[src/rtl/sparhixcel_mem_loader_if.sv]
// Host/DMA stream handshake into the preload memory loader.
// Beats move on s_valid_i && s_ready_o.
interface sparhixcel_mem_loader_if #(
    parameter int IN_WIDTH = 32
);
    logic [IN_WIDTH-1:0] s_data_i;
    logic                s_valid_i;
    logic                s_ready_o;

    modport master (
        output s_data_i,
        output s_valid_i,
        input  s_ready_o
    );

    modport slave (
        input  s_data_i,
        input  s_valid_i,
        output s_ready_o
    );
endinterface

[src/rtl/sparhixcel_mem_loader.sv]
// Packet-driven writer for the feature, weight and signal-ROM memories.
// Assembles 32-bit beats into full words and strobes one write per word.
module sparhixcel_mem_loader #(
    parameter int IN_WIDTH       = 32,
    parameter int N_ROWS_ARRAY   = 16,
    parameter int I_WIDTH        = 8,
    parameter int F_WIDTH        = 8,
    parameter int ROM_SIG_WIDTH  = 144,
    parameter int MEM_ADDR_WIDTH = 16,
    parameter int SIG_ADDR_WIDTH = 5
) (
    input  logic                      clk_i,
    input  logic                      general_rst_ni,
    sparhixcel_mem_loader_if.slave    s_if,
    output logic [MEM_ADDR_WIDTH-1:0] wr_addrs_mem_o,
    output logic                      wr_mem_ld_o,
    output logic [N_ROWS_ARRAY*I_WIDTH-1:0] mem_data_o,
    output logic [MEM_ADDR_WIDTH-1:0] wr_addrs_mem2_o,
    output logic                      wr_mem2_ld_o,
    output logic [N_ROWS_ARRAY*F_WIDTH-1:0] mem2_data_o,
    output logic [SIG_ADDR_WIDTH-1:0] wr_addrs_rom_signal_o,
    output logic                      wr_rom_signals_ld_o,
    output logic [ROM_SIG_WIDTH-1:0]  rom_signals_data_o,
    output logic                      busy_o,
    output logic                      load_done_o,
    output logic                      err_o
);
    localparam int FW    = N_ROWS_ARRAY * I_WIDTH;
    localparam int WW    = N_ROWS_ARRAY * F_WIDTH;
    localparam int FBPW  = (FW + IN_WIDTH - 1) / IN_WIDTH;
    localparam int WBPW  = (WW + IN_WIDTH - 1) / IN_WIDTH;
    localparam int RBPW  = (ROM_SIG_WIDTH + IN_WIDTH - 1) / IN_WIDTH;
    localparam int MAXFW = (FBPW > WBPW) ? FBPW : WBPW;
    localparam int MAXB  = (RBPW > MAXFW) ? RBPW : MAXFW;
    localparam int ASM_W = MAXB * IN_WIDTH;
    localparam int BW    = (MAXB > 1) ? $clog2(MAXB) : 1;
    localparam int RSV_BPW = 4;

    localparam logic [1:0] TGT_FEAT = 2'b00;
    localparam logic [1:0] TGT_WGT  = 2'b01;
    localparam logic [1:0] TGT_ROM  = 2'b10;
    localparam logic [1:0] TGT_RSV  = 2'b11;

    typedef enum logic [1:0] {
        S_HDR0, S_HDR1, S_PAY, S_WR
    } state_t;

    state_t                      r_state;
    state_t                      w_next;
    logic [1:0]                  r_tgt;
    logic [MEM_ADDR_WIDTH-1:0]   r_addr;
    logic [15:0]                 r_cnt;
    logic [BW-1:0]               r_beat;
    logic [ASM_W-1:0]            r_asm;
    logic                        r_done;
    logic                        r_err;
    logic [MEM_ADDR_WIDTH-1:0]   r_mem_addr;
    logic [FW-1:0]               r_mem_data;
    logic [MEM_ADDR_WIDTH-1:0]   r_mem2_addr;
    logic [WW-1:0]               r_mem2_data;
    logic [SIG_ADDR_WIDTH-1:0]   r_rom_addr;
    logic [ROM_SIG_WIDTH-1:0]    r_rom_data;

    logic                        w_acc;
    logic                        w_last;
    logic [BW-1:0]               w_last_idx;
    logic [ASM_W-1:0]            w_word;

    assign w_acc  = s_if.s_valid_i && s_if.s_ready_o;
    assign w_last = (r_beat == w_last_idx);

    // Reserved packets are drained at the feature-word beat rate.
    always_comb begin
        unique case (r_tgt)
            TGT_FEAT: w_last_idx = BW'(FBPW - 1);
            TGT_WGT:  w_last_idx = BW'(WBPW - 1);
            TGT_ROM:  w_last_idx = BW'(RBPW - 1);
            default:  w_last_idx = BW'(RSV_BPW - 1);
        endcase
    end

    // Current beat merged in so the word is complete on the last accept.
    always_comb begin
        w_word = r_asm;
        for (int k = 0; k < MAXB; k++) begin
            if (r_beat == BW'(k))
                w_word[k*IN_WIDTH +: IN_WIDTH] = s_if.s_data_i;
        end
    end

    always_ff @(posedge clk_i or negedge general_rst_ni) begin
        if (!general_rst_ni) r_state <= S_HDR0;
        else                 r_state <= w_next;
    end

    always_comb begin
        w_next = r_state;
        unique case (r_state)
            S_HDR0: if (w_acc) w_next = S_HDR1;
            S_HDR1: if (w_acc) w_next = S_PAY;
            S_PAY:  if (w_acc && w_last) w_next = S_WR;
            S_WR:   w_next = (r_cnt == '0) ? S_HDR0 : S_PAY;
            default: w_next = S_HDR0;
        endcase
    end

    always_comb begin
        s_if.s_ready_o      = general_rst_ni && (r_state != S_WR);
        busy_o              = (r_state != S_HDR0) || r_done;
        wr_mem_ld_o         = (r_state == S_WR) && (r_tgt == TGT_FEAT);
        wr_mem2_ld_o        = (r_state == S_WR) && (r_tgt == TGT_WGT);
        wr_rom_signals_ld_o = (r_state == S_WR) && (r_tgt == TGT_ROM);
    end

    always_ff @(posedge clk_i or negedge general_rst_ni) begin
        if (!general_rst_ni) begin
            r_tgt       <= '0;
            r_addr      <= '0;
            r_cnt       <= '0;
            r_beat      <= '0;
            r_asm       <= '0;
            r_done      <= 1'b0;
            r_err       <= 1'b0;
            r_mem_addr  <= '0;
            r_mem_data  <= '0;
            r_mem2_addr <= '0;
            r_mem2_data <= '0;
            r_rom_addr  <= '0;
            r_rom_data  <= '0;
        end else begin
            r_done <= 1'b0;
            unique case (r_state)
                S_HDR0: if (w_acc) begin
                    r_tgt  <= s_if.s_data_i[31:30];
                    r_addr <= s_if.s_data_i[MEM_ADDR_WIDTH-1:0];
                    r_beat <= '0;
                    if (s_if.s_data_i[31:30] == TGT_RSV) r_err <= 1'b1;
                end
                S_HDR1: if (w_acc) r_cnt <= s_if.s_data_i[15:0];
                S_PAY: if (w_acc) begin
                    r_asm <= w_word;
                    if (w_last) begin
                        r_beat <= '0;
                        unique case (r_tgt)
                            TGT_FEAT: begin
                                r_mem_addr <= r_addr;
                                r_mem_data <= w_word[FW-1:0];
                            end
                            TGT_WGT: begin
                                r_mem2_addr <= r_addr;
                                r_mem2_data <= w_word[WW-1:0];
                            end
                            TGT_ROM: begin
                                r_rom_addr <= r_addr[SIG_ADDR_WIDTH-1:0];
                                r_rom_data <= w_word[ROM_SIG_WIDTH-1:0];
                            end
                            default: ;
                        endcase
                    end else begin
                        r_beat <= r_beat + 1'b1;
                    end
                end
                S_WR: begin
                    r_addr <= r_addr + 1'b1;
                    if (r_cnt == '0) r_done <= (r_tgt != TGT_RSV);
                    else             r_cnt  <= r_cnt - 1'b1;
                end
                default: ;
            endcase
        end
    end

    assign wr_addrs_mem_o        = r_mem_addr;
    assign mem_data_o            = r_mem_data;
    assign wr_addrs_mem2_o       = r_mem2_addr;
    assign mem2_data_o           = r_mem2_data;
    assign wr_addrs_rom_signal_o = r_rom_addr;
    assign rom_signals_data_o    = r_rom_data;
    assign load_done_o           = r_done;
    assign err_o                 = r_err;
endmodule

[src/flat_wrapper.sv]
// flat-port wrapper written by rule: the top's interface ports become plain ports
module sparhixcel_mem_loader_flat 
#(
    parameter int IN_WIDTH       = 32,
    parameter int N_ROWS_ARRAY   = 16,
    parameter int I_WIDTH        = 8,
    parameter int F_WIDTH        = 8,
    parameter int ROM_SIG_WIDTH  = 144,
    parameter int MEM_ADDR_WIDTH = 16,
    parameter int SIG_ADDR_WIDTH = 5
)
  (clk_i, general_rst_ni, wr_addrs_mem_o, wr_mem_ld_o, mem_data_o, wr_addrs_mem2_o, wr_mem2_ld_o, mem2_data_o, wr_addrs_rom_signal_o, wr_rom_signals_ld_o, rom_signals_data_o, busy_o, load_done_o, err_o, s_if_s_data_i, s_if_s_valid_i, s_if_s_ready_o);
  sparhixcel_mem_loader_if #(.IN_WIDTH(IN_WIDTH)) s_if_i ();
  input  logic clk_i;
  input  logic general_rst_ni;
  output logic [MEM_ADDR_WIDTH-1:0] wr_addrs_mem_o;
  output logic wr_mem_ld_o;
  output logic [N_ROWS_ARRAY*I_WIDTH-1:0] mem_data_o;
  output logic [MEM_ADDR_WIDTH-1:0] wr_addrs_mem2_o;
  output logic wr_mem2_ld_o;
  output logic [N_ROWS_ARRAY*F_WIDTH-1:0] mem2_data_o;
  output logic [SIG_ADDR_WIDTH-1:0] wr_addrs_rom_signal_o;
  output logic wr_rom_signals_ld_o;
  output logic [ROM_SIG_WIDTH-1:0] rom_signals_data_o;
  output logic busy_o;
  output logic load_done_o;
  output logic err_o;
  input wire logic [$bits(s_if_i.s_data_i)-1:0] s_if_s_data_i;
  input wire logic [$bits(s_if_i.s_valid_i)-1:0] s_if_s_valid_i;
  output wire logic [$bits(s_if_i.s_ready_o)-1:0] s_if_s_ready_o;
  assign s_if_i.s_data_i = s_if_s_data_i;
  assign s_if_i.s_valid_i = s_if_s_valid_i;
  assign s_if_s_ready_o = s_if_i.s_ready_o;
  sparhixcel_mem_loader #(.IN_WIDTH(IN_WIDTH), .N_ROWS_ARRAY(N_ROWS_ARRAY), .I_WIDTH(I_WIDTH), .F_WIDTH(F_WIDTH), .ROM_SIG_WIDTH(ROM_SIG_WIDTH), .MEM_ADDR_WIDTH(MEM_ADDR_WIDTH), .SIG_ADDR_WIDTH(SIG_ADDR_WIDTH)) u_core (.clk_i(clk_i), .general_rst_ni(general_rst_ni), .s_if(s_if_i), .wr_addrs_mem_o(wr_addrs_mem_o), .wr_mem_ld_o(wr_mem_ld_o), .mem_data_o(mem_data_o), .wr_addrs_mem2_o(wr_addrs_mem2_o), .wr_mem2_ld_o(wr_mem2_ld_o), .mem2_data_o(mem2_data_o), .wr_addrs_rom_signal_o(wr_addrs_rom_signal_o), .wr_rom_signals_ld_o(wr_rom_signals_ld_o), .rom_signals_data_o(rom_signals_data_o), .busy_o(busy_o), .load_done_o(load_done_o), .err_o(err_o));
endmodule
[config.mk]
export PLATFORM = sky130hd
export DESIGN_NAME = sparhixcel_mem_loader_flat
export DESIGN_NICKNAME = d
export VERILOG_FILES = /design/src/rtl/sparhixcel_mem_loader_if.sv /design/src/rtl/sparhixcel_mem_loader.sv /design/src/flat_wrapper.sv
export SDC_FILE = /design/constraint.sdc
export NUM_CORES = 1
export LEC_CHECK = 0
export BUFFER_PORTS_ARGS = -buffer_cell sky130_fd_sc_hd__buf_2
export CELL_PAD_IN_SITES_DETAIL_PLACEMENT = 0
export CELL_PAD_IN_SITES_GLOBAL_PLACEMENT = 1
export CORE_ASPECT_RATIO = 0.7
export CORE_MARGIN = 8
export CORE_UTILIZATION = 46
export DETAILED_ROUTE_END_ITERATION = 16
export GPL_ROUTABILITY_DRIVEN = 0
export PLACE_DENSITY = 0.92
export SLEW_MARGIN = 20
export SYNTH_ARGS = -nofsm -noshare
export SYNTH_HDL_FRONTEND = slang
export SYNTH_SLANG_ARGS = --single-unit
[constraint.sdc]
create_clock -name clk_i -period 2.9 [get_ports clk_i]
set_input_delay 0.29 -clock clk_i [delete_from_list [all_inputs] [get_ports clk_i]]
set_output_delay 0.29 -clock clk_i [all_outputs]
set_load 0.01 [all_outputs]
==> results.yml <==
floorplan:
  die_h_um: 214
  core_area_sq_um: 55300
  dieArea_sq_um: 64000
  start_util: 0.466
  core.rowCount: 72
  pin_count: 479
  dieWidth_um: 299
timing:
  worst_slew_pin_slew_ps: 1020
  max_slew_margin: 0.317
  skew_ps: 17.5
  min_period_ps: 2790
  max_freq_ghz: 0.359
  post-route-period-util: 0.961
  grt_setup_unrepaired: "no"
  fin_tns_setup_ps: 0
  slew_viol_final: 0
  setup_viol: 0
  hold_viol_final: 0
critical_path:
  critPathArrivalTime_ps: 3260
  critPathLaunch: "general_rst_ni"
  endpoint_kind: "flop"
  r2r_start: "u_core.r_state[0]"
  start_kind: "input pin"
  worst-setup-path-type: "in -> reg"
  worstSetupEndpoint: "u_core.rom_signals_data_o[109]"
  cp.required_ps: 3370
  worstReg2RegEnd: "u_core.rom_signals_data_o[109]"
  reg2reg_depth: 4
  rrSetupSlack_ps: 170
  critPathMaxFanout: 78
finish:
  fillers: 4343
  register_area_sq_um: 15600
  drive_gt1_frac: 0.539
  synthToLayoutAreaGrowth_pct: 21.2
  utilization: 0.565
  final_common_cell: "dfrtp_1"
  final_cell_mix: "622 x dfrtp_1, 560 x mux2_2, 477 x buf_2"
  multi_input_area_sq_um: 9660
  fin_nets: 2235
global_routing:
  grt_pass1_vias: 17600
  antenna_found_initial: 6
  overflow: 0
  grt_usage: 0.213
  grt_pass1_wl_um: 109000
  grt_max_degree: 182
job:
  cap_violations: 0
yosys:
  synth_cells: 1724
  ys_warn_count: 0
  ys_types: 57
  seq_area_frac_synth: 0.604
  avgSynthCellArea_sq_um: 15.0
  synthArstFlopShare: 1.00
  synth-edff-count: 0
  syn_nets: 1767
  synth_ff_type: "dfrtp_1"
  syn-cell-area_sq_um: 25800
  ys_ff_latch: 622
placed_design:
  dpl.hpwl_um: 49100
  port_buffers: 478
clock_tree:
  h-tree-depth: 2
  cts_setup_buffers: 0
  cts_hold_buf: 2
  postCtsResizedCells: 0
  cts_made_buffers: 58
  cts_tree: "yes"
  cts_buffer_depth: 3
  clock_sinks: 622
  root_buffer: "clkbuf_16"
  clkTransAtPathRegs_ps: 70
  insertion_delay_ps: 600
power:
  power_density_nw_per_um2: 995
  power.switching_uw: 10100
  clkPwrFrac: 0.260
  netSwitchingFraction: 0.324
  p_leak_uw: 0.0165
  p_seq_frac: 0.426
  vdd_ir_drop_max_uv: 629
  power_frac_comb: 0.313
  internal_power_uw: 21000
routing:
  avgRoutedWirePerCell_um: 23.6
  vias_per_cell: 5.52
  drt_iter0_drc: 1010
  vias: 16400
  routed_wl_um: 70300
  antenna_left: 0
  post-route-drc-count: 0
  first_pass_iters: 5
hold_path:
  hold_path_class: "in -> reg"
run_status:
  status: "finished clean"
[sequential cells by signal, summed over array words and instances, names as in the netlist]
name	flops
u_core.r_beat	3
u_core.r_cnt	16
u_core.r_state	2
u_core.r_tgt	2
u_core.rom_signals_data_o	144
u_core.mem2_data_o	128
u_core.r_asm	144
u_core.err_o	1
u_core.mem_data_o	128
u_core.wr_addrs_mem_o	16
u_core.r_addr	16
u_core.load_done_o	1
u_core.wr_addrs_rom_signal_o	5
u_core.wr_addrs_mem2_o	16
[final cells by class]
| cell class | instances | share of cell area |
|---|---|---|
| sequential | 622 | 0.498 |
| multi-input combinational | 972 | 0.309 |
| timing repair buffer | 530 | 0.0967 |
| clock buffer | 81 | 0.0557 |
| tap | 740 | 0.0296 |
| clock inverter | 23 | 0.00997 |
| inverter | 8 | 0.000961 |
| antenna | 2 | 0.000160 |
[per-layer routing]
layer	vias to the layer above	wire length (um)	GRT usage
met5	-	44	0
met3	93	5300	0.0609
met2	522	32900	0.338
li1	7166	-	-
met1	8642	30800	0.290
met4	8	1240	0.0466
[Yosys cell counts (all sizes together) (4+ instances only)]
| master | count | area (sq um) |
|---|---|---|
| a21oi | 31 | 155 |
| mux2 | 694 | 7820 |
| o2bb2ai | 4 | 35.0 |
| nand3 | 12 | 60.1 |
| buf | 61 | 369 |
| o311ai | 5 | 43.8 |
| o211ai | 5 | 37.5 |
| a31oi | 4 | 25.0 |
| nand4 | 8 | 50.1 |
| o21ai | 23 | 119 |
| a211oi | 5 | 37.5 |
| and3 | 4 | 25.0 |
| nor2 | 35 | 131 |
| inv | 7 | 26.3 |
| nor3 | 11 | 55.1 |
| and2 | 5 | 31.3 |
| a22oi | 5 | 37.5 |
| ha | 8 | 100 |
| or3 | 4 | 25.0 |
| dfrtp | 622 | 15600 |
| nor4 | 7 | 50.1 |
| mux2i | 18 | 180 |
| clkbuf | 61 | 229 |
| or4 | 7 | 52.6 |
| nand2 | 33 | 124 |
[per-stage QoR]
stage          instance area, sq um  hold slack (ps)  setup WS [ps]  std cells  total power [uW]
2_1_floorplan                 25800            -5.59            648       1724             18800
3_3_place_gp                  29200              106            191       2870             22700
3_5_place_dp                  29200              108            149       2870             23200
4_1_cts                       31300            0.101            149       2976             31400
5_1_grt                       31300             23.0           52.3       2976             32800
6_report                      31300             39.8            113       2978             31100
[worst max-delay path, cell delays in order]
cell and delay [ps]:
dlygate4sd3_1 600, buf_8 190, nand4b_1 450, nor4b_2 760, buf_12 380, mux2_2 420
[worst min-delay path by stage]
stage | start | endpoint | slack [ps] | depth (start not counted)
floorplan | general_rst_ni | u_core.err_o | -6 | 0
global placement | general_rst_ni | u_core.r_cnt[0] | 110 | 1
detailed placement | general_rst_ni | u_core.r_beat[2] | 110 | 1
CTS | s_if_s_data_i[29] | u_core.r_asm[93] | 0.1 | 2
global route | s_if_s_data_i[29] | u_core.r_asm[93] | 20 | 2
finish | s_if_s_data_i[29] | u_core.r_asm[93] | 40 | 2
[logic make-up (layout without fill, tap and decap cells)]
kind of cell | Yosys count | after routing | synth area share
buffers and inverters | 130 | 642 | 0.0244
flip-flops | 622 | 622 | 0.604
adder cells (fa/ha/maj) | 8 | 8 | 0.00388
AND/OR/NAND/NOR | 140 | 140 | 0.0276
multiplexers | 712 | 712 | 0.310
other | 0 | 2 | 0
AO/OA/AOI/OAI | 112 | 112 | 0.0305
[power by group through the flow]
stage | clock, uW | combinational, uW | sequential, uW
3_3_place_gp | 0 | 9480 | 13200
6_report | 8100 | 9740 | 13300
5_1_grt | 8680 | 10500 | 13600
2_1_floorplan | 0 | 5200 | 13600
4_1_cts | 8290 | 9880 | 13200
3_5_place_dp | 0 | 9810 | 13400
No activity file was read; power rests on OpenSTA's default activity.
